==> src/rtl/multi_cycle_mips_control.sv <==
// Multi-cycle MIPS control sequencer: steps a shared ALU and a unified memory
// through fetch/decode/execute/memory/writeback for the core integer ISA.
module multi_cycle_mips_control (
    input  logic        clk,
    input  logic        rst_n,
    input  logic [31:0] instruction,
    input  logic        mem_ready,
    input  logic        alu_zero,
    output logic [3:0]  state,
    output logic        mem_req,
    output logic        mem_we,
    output logic        mem_addr_source,
    output logic        ir_write,
    output logic        pc_write,
    output logic        reg_write,
    output logic [1:0]  pc_source,
    output logic        reg_dst,
    output logic        mem_to_reg,
    output logic [1:0]  alu_a_source,
    output logic [2:0]  alu_b_source,
    output logic [2:0]  alu_ctrl,
    output logic        instr_retired,
    output logic        illegal_instr
);

    typedef enum logic [3:0] {
        S_FETCH     = 4'd0,
        S_DECODE    = 4'd1,
        S_MEM_ADDR  = 4'd2,
        S_MEM_READ  = 4'd3,
        S_MEM_WB    = 4'd4,
        S_MEM_WRITE = 4'd5,
        S_R_EXEC    = 4'd6,
        S_R_WB      = 4'd7,
        S_I_EXEC    = 4'd8,
        S_I_WB      = 4'd9,
        S_BRANCH    = 4'd10,
        S_JUMP      = 4'd11
    } state_t;

    localparam logic [5:0] OP_RTYPE = 6'b000000;
    localparam logic [5:0] OP_LW    = 6'b100011;
    localparam logic [5:0] OP_SW    = 6'b101011;
    localparam logic [5:0] OP_ADDI  = 6'b001000;
    localparam logic [5:0] OP_ANDI  = 6'b001100;
    localparam logic [5:0] OP_BEQ   = 6'b000100;
    localparam logic [5:0] OP_J     = 6'b000010;

    localparam logic [5:0] FN_ADD = 6'b100000;
    localparam logic [5:0] FN_AND = 6'b100100;
    localparam logic [5:0] FN_OR  = 6'b100101;
    localparam logic [5:0] FN_SUB = 6'b100010;
    localparam logic [5:0] FN_SLL = 6'b000000;

    localparam logic [2:0] ALU_ADD = 3'b010;
    localparam logic [2:0] ALU_AND = 3'b000;
    localparam logic [2:0] ALU_OR  = 3'b001;
    localparam logic [2:0] ALU_SUB = 3'b110;
    localparam logic [2:0] ALU_SLL = 3'b011;

    state_t     state_q, state_d;
    logic [5:0] opcode, funct;
    logic       funct_ok;
    logic       unused_instr_bits;

    assign opcode            = instruction[31:26];
    assign funct             = instruction[5:0];
    assign unused_instr_bits = ^instruction[25:6];
    assign state             = state_q;
    assign funct_ok = (funct == FN_ADD) || (funct == FN_AND) || (funct == FN_OR) ||
                      (funct == FN_SUB) || (funct == FN_SLL);

    always_ff @(posedge clk or negedge rst_n) begin
        if (!rst_n) state_q <= S_FETCH;
        else        state_q <= state_d;
    end

    always_comb begin
        state_d         = state_q;
        mem_req         = 1'b0;
        mem_we          = 1'b0;
        mem_addr_source = 1'b0;
        ir_write        = 1'b0;
        pc_write        = 1'b0;
        reg_write       = 1'b0;
        pc_source       = 2'b00;
        reg_dst         = 1'b0;
        mem_to_reg      = 1'b0;
        alu_a_source    = 2'b00;
        alu_b_source    = 3'b000;
        alu_ctrl        = ALU_ADD;
        instr_retired   = 1'b0;
        illegal_instr   = 1'b0;

        case (state_q)
            S_FETCH: begin
                mem_req      = 1'b1;
                alu_b_source = 3'b001;
                // IR/PC capture is Mealy on mem_ready so zero-wait fetch takes one cycle
                if (mem_ready) begin
                    ir_write = 1'b1;
                    pc_write = 1'b1;
                    state_d  = S_DECODE;
                end
            end
            S_DECODE: begin
                // Branch target precomputed into ALUOut while decoding
                alu_b_source = 3'b011;
                if (opcode == OP_LW || opcode == OP_SW)       state_d = S_MEM_ADDR;
                else if (opcode == OP_RTYPE && funct_ok)      state_d = S_R_EXEC;
                else if (opcode == OP_ADDI || opcode == OP_ANDI) state_d = S_I_EXEC;
                else if (opcode == OP_BEQ)                    state_d = S_BRANCH;
                else if (opcode == OP_J)                      state_d = S_JUMP;
                else begin
                    illegal_instr = 1'b1;
                    instr_retired = 1'b1;
                    state_d       = S_FETCH;
                end
            end
            S_MEM_ADDR: begin
                alu_a_source = 2'b01;
                alu_b_source = 3'b010;
                state_d      = (opcode == OP_LW) ? S_MEM_READ : S_MEM_WRITE;
            end
            S_MEM_READ: begin
                mem_req         = 1'b1;
                mem_addr_source = 1'b1;
                if (mem_ready) state_d = S_MEM_WB;
            end
            S_MEM_WB: begin
                reg_write     = 1'b1;
                mem_to_reg    = 1'b1;
                instr_retired = 1'b1;
                state_d       = S_FETCH;
            end
            S_MEM_WRITE: begin
                mem_req         = 1'b1;
                mem_we          = 1'b1;
                mem_addr_source = 1'b1;
                if (mem_ready) begin
                    instr_retired = 1'b1;
                    state_d       = S_FETCH;
                end
            end
            S_R_EXEC: begin
                alu_a_source = 2'b01;
                case (funct)
                    FN_AND:  alu_ctrl = ALU_AND;
                    FN_OR:   alu_ctrl = ALU_OR;
                    FN_SUB:  alu_ctrl = ALU_SUB;
                    FN_SLL: begin
                        alu_a_source = 2'b10;
                        alu_b_source = 3'b100;
                        alu_ctrl     = ALU_SLL;
                    end
                    default: alu_ctrl = ALU_ADD;
                endcase
                state_d = S_R_WB;
            end
            S_R_WB: begin
                reg_write     = 1'b1;
                reg_dst       = 1'b1;
                instr_retired = 1'b1;
                state_d       = S_FETCH;
            end
            S_I_EXEC: begin
                alu_a_source = 2'b01;
                alu_b_source = 3'b010;
                alu_ctrl     = (opcode == OP_ANDI) ? ALU_AND : ALU_ADD;
                state_d      = S_I_WB;
            end
            S_I_WB: begin
                reg_write     = 1'b1;
                instr_retired = 1'b1;
                state_d       = S_FETCH;
            end
            S_BRANCH: begin
                alu_a_source  = 2'b01;
                alu_ctrl      = ALU_SUB;
                pc_source     = 2'b01;
                pc_write      = alu_zero;
                instr_retired = 1'b1;
                state_d       = S_FETCH;
            end
            S_JUMP: begin
                pc_source     = 2'b10;
                pc_write      = 1'b1;
                instr_retired = 1'b1;
                state_d       = S_FETCH;
            end
            default: state_d = S_FETCH;
        endcase

        // Reset gates every output combinationally so an in-flight request drops at once
        if (!rst_n) begin
            mem_req         = 1'b0;
            mem_we          = 1'b0;
            mem_addr_source = 1'b0;
            ir_write        = 1'b0;
            pc_write        = 1'b0;
            reg_write       = 1'b0;
            pc_source       = 2'b00;
            reg_dst         = 1'b0;
            mem_to_reg      = 1'b0;
            alu_a_source    = 2'b00;
            alu_b_source    = 3'b000;
            alu_ctrl        = 3'b000;
            instr_retired   = 1'b0;
            illegal_instr   = 1'b0;
        end
    end

endmodule
==> config.mk <==
export PLATFORM = sky130hd
export DESIGN_NAME = multi_cycle_mips_control
export DESIGN_NICKNAME = d
export VERILOG_FILES = /design/src/rtl/multi_cycle_mips_control.sv
export SDC_FILE = /design/constraint.sdc
export NUM_CORES = 1
export LEC_CHECK = 0
export CORE_ASPECT_RATIO = 1.5
export CORE_UTILIZATION = 29
export DETAILED_ROUTE_END_ITERATION = 8
export PLACE_DENSITY_LB_ADDON = 0.08
export REMOVE_ABC_BUFFERS = 1
export SKIP_CTS_REPAIR_TIMING = 1
export SLEW_MARGIN = 30
export SYNTH_ARGS = -nofsm -noshare
export SYNTH_HDL_FRONTEND = slang
export SYNTH_SLANG_ARGS = --single-unit
==> constraint.sdc <==
create_clock -name clk -period 1.8 [get_ports clk]
set_clock_uncertainty 0.1 [all_clocks]
set_input_delay 0.36 -clock clk [delete_from_list [all_inputs] [get_ports clk]]
set_output_delay 0.36 -clock clk [all_outputs]
set_load 0.01 [all_outputs]
# After elaboration in Yosys (flattened, before gate mapping)
# Cells that the tools add are included.
[word_totals]
regBits = 4
wordCells = 90
in_bits = 36
[classes]
muxes = 48
n_eq_ne = 24
reduce_logical = 17
[op_table]
columns = ["cell", "count"]
rows = [
  ["6-bit equality test, second input constant", 6],
  ["4-bit two-way mux", 8],
  ["4-bit case mux with 7 select lines", 1],
  ["1-bit two-way mux", 24],
  ["3-bit case mux with 4 select lines", 2],
  ["4-bit by 3-bit equality test with 1-bit output, second input constant", 4],
  ["4-bit equality test, second input constant", 4],
  ["6-bit by 4-bit equality test with 1-bit output, second input constant", 2],
  ["6-bit logical NOT", 2],
  ["3-bit two-way mux", 4],
  ["3-bit case mux with 3 select lines", 1],
  ["3-bit OR reduction", 3],
  ["4-bit by 2-bit equality test with 1-bit output, second input constant", 2],
  ["2-bit two-way mux", 4],
  ["2-bit case mux with 2 select lines", 2],
  ["6-bit by 2-bit equality test with 1-bit output, second input constant", 1],
  ["6-bit by 3-bit equality test with 1-bit output, second input constant", 1],
  ["1-bit logical OR", 6],
  ["2-bit != test, second input constant", 3],
  ["1-bit case mux with 3 select lines", 2],
  ["5-bit OR reduction", 1],
  ["4-bit by 1-bit equality test with 1-bit output, second input constant", 1],
  ["4-bit logical NOT", 1],
  ["2-bit OR reduction", 2],
  ["2 further kinds", 2],
]

# Depth between registers and ports, before layout
[logic_depth]
depth_word = 10
mapped_depth = 5

# Least setup slack after synthesis
# Ideal clock, no wire load.
[synth_path]
kind = "input-to-output"
start = "input port instruction[27]"
end = "output port instr_retired"
path_slack_ns = -0.116
cell_stages = 4
required_ns = 1.340
t_arrival_ns = 1.456
n_path_buf = 0
path_cell_list = "or4_4 nor4b_4 o21a_1 o21ai_0"
[synth_between]
elab_chain_cells = 8
[synth_rtl]
columns = ["element", "line", "source"]
rows = [
  ["start, declared", "6", "input logic [31:0] instruction,"],
  ["6-bit by 2-bit equality test with 1-bit output", "113", "else if (opcode == OP_J) state_d = S_JUMP;"],
  ["1-bit two-way mux", "113", ""],
  ["1-bit two-way mux", "112", "else if (opcode == OP_BEQ) state_d = S_BRANCH;"],
  ["1-bit two-way mux", "111", "else if (opcode == OP_ADDI || opcode == OP_ANDI) state_d = S_I_EXEC;"],
  ["1-bit two-way mux", "110", "else if (opcode == OP_RTYPE && funct_ok) state_d = S_R_EXEC;"],
  ["1-bit two-way mux *", "109", "if (opcode == OP_LW || opcode == OP_SW) state_d = S_MEM_ADDR;"],
  ["1-bit case mux with 3 select lines *", "95", "case (state_q)"],
  ["1-bit two-way mux *", "195", "if (!rst_n) begin"],
  ["end, declared", "22", "output logic instr_retired,"],
]
# Every way passes the cells marked *; elsewhere a longest branch is shown, timed or not.

# Worst setup path in the final report
# Ends and elaborated chain as after synthesis.

==> results.md <==
- Num CTS Buffers: 3
- Residual DRC: 0
- Number of max-cap violations: 0
- Area delta synth->final: 152%
- Final slew viol count: 0
- Global-route wire length before repair: 4570 um
- Critical Path RT: 1.34 ns
- Slowest-stage cell, CP: or4_4
- Row count: 21
- Crit end category: output port
- Crit path DAT: 1.70 ns
- Setup ws final: -0.361 ns
- Synthesized area: 727 um^2
- Die Span Y: 63.3 um
- Fraction of layout cells with a size suffix above 1: 57.9%
- Yosys warns: 0
- Slew margin rel.: 73.5%
- Placed Cells: 215
- Critical R2R Launch: state[0]
- Synth unique cells: 39
- Grt ovf: 0
- Syn Inst Count: 112
- H-tree depth: 1
- Layout net count: 247
- Violated checks: negative setup slack
- Vias in the first global route: 1133
- Peak supply drop: 0.000249 V
- Die area: 2720 um^2
- Crit path max fanout: 3
- Int Power: 0.487 mW
- Maximum clock path buffer count: 2
- DIE WIDTH: 42.9 um
- Clk sink count: 4
- PD cells: 438 nW/um^2
- Final wirelength: 3670 um
- Switch Pwr: 0.316 mW
- Final hold violations: 0
- Syn Area/Cell: 6.49 um^2
- Clock transition at path regs: 0.04 ns
- Status: finished, violations left
- Vias per Instance: 5.45
- Detailed Routing Iterations Pass 1: 4
- DRT iter0 DRCs: 38
- Fraction of registers with async set/reset: 100%
- Via count: 1264
- CORE AREA: 2310 um^2
- CP Launch Type: primary input
- Gr usage total: 20.7%
- Gate power share: 70.4%
- Max incr delay on CP: 0.52 ns
- CTS tree: yes
- RSZ-0062 raised after global routing: true
- Worst Max-Slew Pin Slew: 0.393 ns
- Largest net degree at the start of global routing: 14
- Buffers on Ports: 39
- Synth Register Bits: 4
- Sequential area share after synthesis: 13.8%
- Setup WS pre-CTS: -0.992 ns
- R2R Path End: state[0]
- Fmax: 0.463 GHz
- Sw Ratio: 39.4%
- Clock power frac: 14.6%
- Hold WC Path Type: primary input to asynchronous set/reset pin
- Layout Cells excl Fill: 232
- R2R setup slack: 0.25 ns
- Post-DP HPWL: 2270 um
- Reg power frac: 15.1%
- Final hold slack: 0.203 ns
- Root buffer cell: clkbuf_4
- Setup CP Type: primary input to output port
- # IOs: 60
- # setup viols final: 16
- Max reg flops: 4
- Leak pwr: 1.04 nW
- Critical path, cell by cell: dlymetal6s2s_1 > or4_4 > nor4b_4 > o21a_1 > o21ai_1 > buf_2
- Worst Reg-to-Reg Cells: 6
- Initial Utilization: 31.4%
- EDFF count, synth: 0
- Most common flop cell mapped by yosys: dfrtp_1
- Detailed-route wire length per cell: 15.8 um
- Later-pin clock latency in the skew report: 0.24 ns
- GP Congestion: 0.787
- Min cycle time layout: 2.16 ns
- Antenna Nets Post-Route: 0
- Antenna violations before repair: 0
- Diodes inserted: 0
- Tcrit/Tclk final: 120%
-- stage by stage --
step                TNS, ns  utilization, %  total power, mW  instance area, um^2
floorplan            -0.561               -            0.268                  699
global placement     -13.09            64.0            0.541                 1480
detailed placement   -13.08            64.0            0.549                 1480
CTS                  -13.15            64.9            0.666                 1500
global route          -3.70            79.3            0.843                 1830
finish                -2.75            79.3            0.803                 1830
-- critical path: cells and delay by family --
family | cells | cell delay, ns
buf+inv | 2 | 0.28
simple gates | 2 | 0.83
compound gates | 2 | 0.23
-- cells in the final DEF (no fill, tap or decap), types with 3 or more instances in the layout --
master and n:
a21oi_2 4, buf_2 14, buf_4 45, buf_6 17, clkbuf_2 3, clkbuf_4 3, dfrtp_2 4, dlymetal6s2s_1 18
nand2_1 6, nand2b_1 4, nand2b_4 3, nand4_1 3, nor2_1 13, nor3_1 3, nor3_2 5, o211ai_1 3
o21ai_0 6, o21ai_1 3
-- metal layers --
metal  track usage, %  wire [um]  vias up
met2             39.2       2140       38
met4             8.98         33        0
met3             1.15        109        4
met1             22.3       1390      606
li1                 -          -      616
met5                0          0        -
-- Yosys cell counts (2+ instances only) --
| cell | count | area (um^2) |
|---|---|---|
| nand4_1 | 3 | 18.8 |
| o2111ai_1 | 2 | 17.5 |
| o22ai_1 | 2 | 12.5 |
| nor4_1 | 2 | 12.5 |
| clkbuf_1 | 6 | 22.5 |
| nor3_1 | 10 | 50.1 |
| nor3b_1 | 3 | 22.5 |
| nand2_1 | 8 | 30.0 |
| a21o_1 | 2 | 15.0 |
| and3_1 | 2 | 12.5 |
| inv_1 | 3 | 11.3 |
| nand3_1 | 2 | 10.0 |
| nor2_1 | 16 | 60.1 |
| a21oi_1 | 6 | 30.0 |
| o211ai_1 | 3 | 22.5 |
| nand2b_1 | 7 | 43.8 |
| nor2b_1 | 3 | 18.8 |
| o21ai_0 | 8 | 40.0 |
| dfrtp_1 | 4 | 100 |
-- layout make-up --
| cell class | instances | area [um^2] |
|---|---|---|
| Inverter | 3 | 13.8 |
| Multi-Input combinational cell | 98 | 773 |
| Fill cell | 145 | 479 |
| Timing Repair Buffer | 101 | 890 |
| Clock buffer | 3 | 22.5 |
| Tap cell | 23 | 28.8 |
| Sequential cell | 4 | 105 |
-- worst max-delay path by stage --
stage	slack [ns]	from	cells past startpoint	end
2_1_floorplan	-0.17	state[1]	4	instr_retired
3_3_place_gp	-0.97	instruction[27]	6	instr_retired
3_5_place_dp	-0.99	instruction[27]	6	instr_retired
4_1_cts	-1.00	instruction[27]	6	instr_retired
5_1_grt	-0.40	instruction[27]	6	instr_retired
6_report	-0.36	instruction[27]	6	instr_retired
-- power by group through the flow --
| stage | registers (mW) | logic [mW] | clock network [mW] |
|---|---|---|---|
| 3_3_place_gp | 0.113 | 0.427 | 0 |
| 2_1_floorplan | 0.130 | 0.138 | 0 |
| 6_report | 0.121 | 0.565 | 0.117 |
| 5_1_grt | 0.123 | 0.601 | 0.120 |
| 4_1_cts | 0.113 | 0.437 | 0.116 |
| 3_5_place_dp | 0.114 | 0.435 | 0 |
-- kinds of logic (layout without fill, tap and decap cells) --
family | Yosys count | count (layout) | synth area share, %
XOR/XNOR | 1 | 1 | 1.21
flip-flops | 4 | 4 | 13.8
buffers and inverters | 10 | 107 | 5.33
AO/OA/AOI/OAI | 32 | 32 | 29.3
AND/OR/NAND/NOR | 65 | 65 | 50.4
No activity file was read; power rests on OpenSTA's default activity.
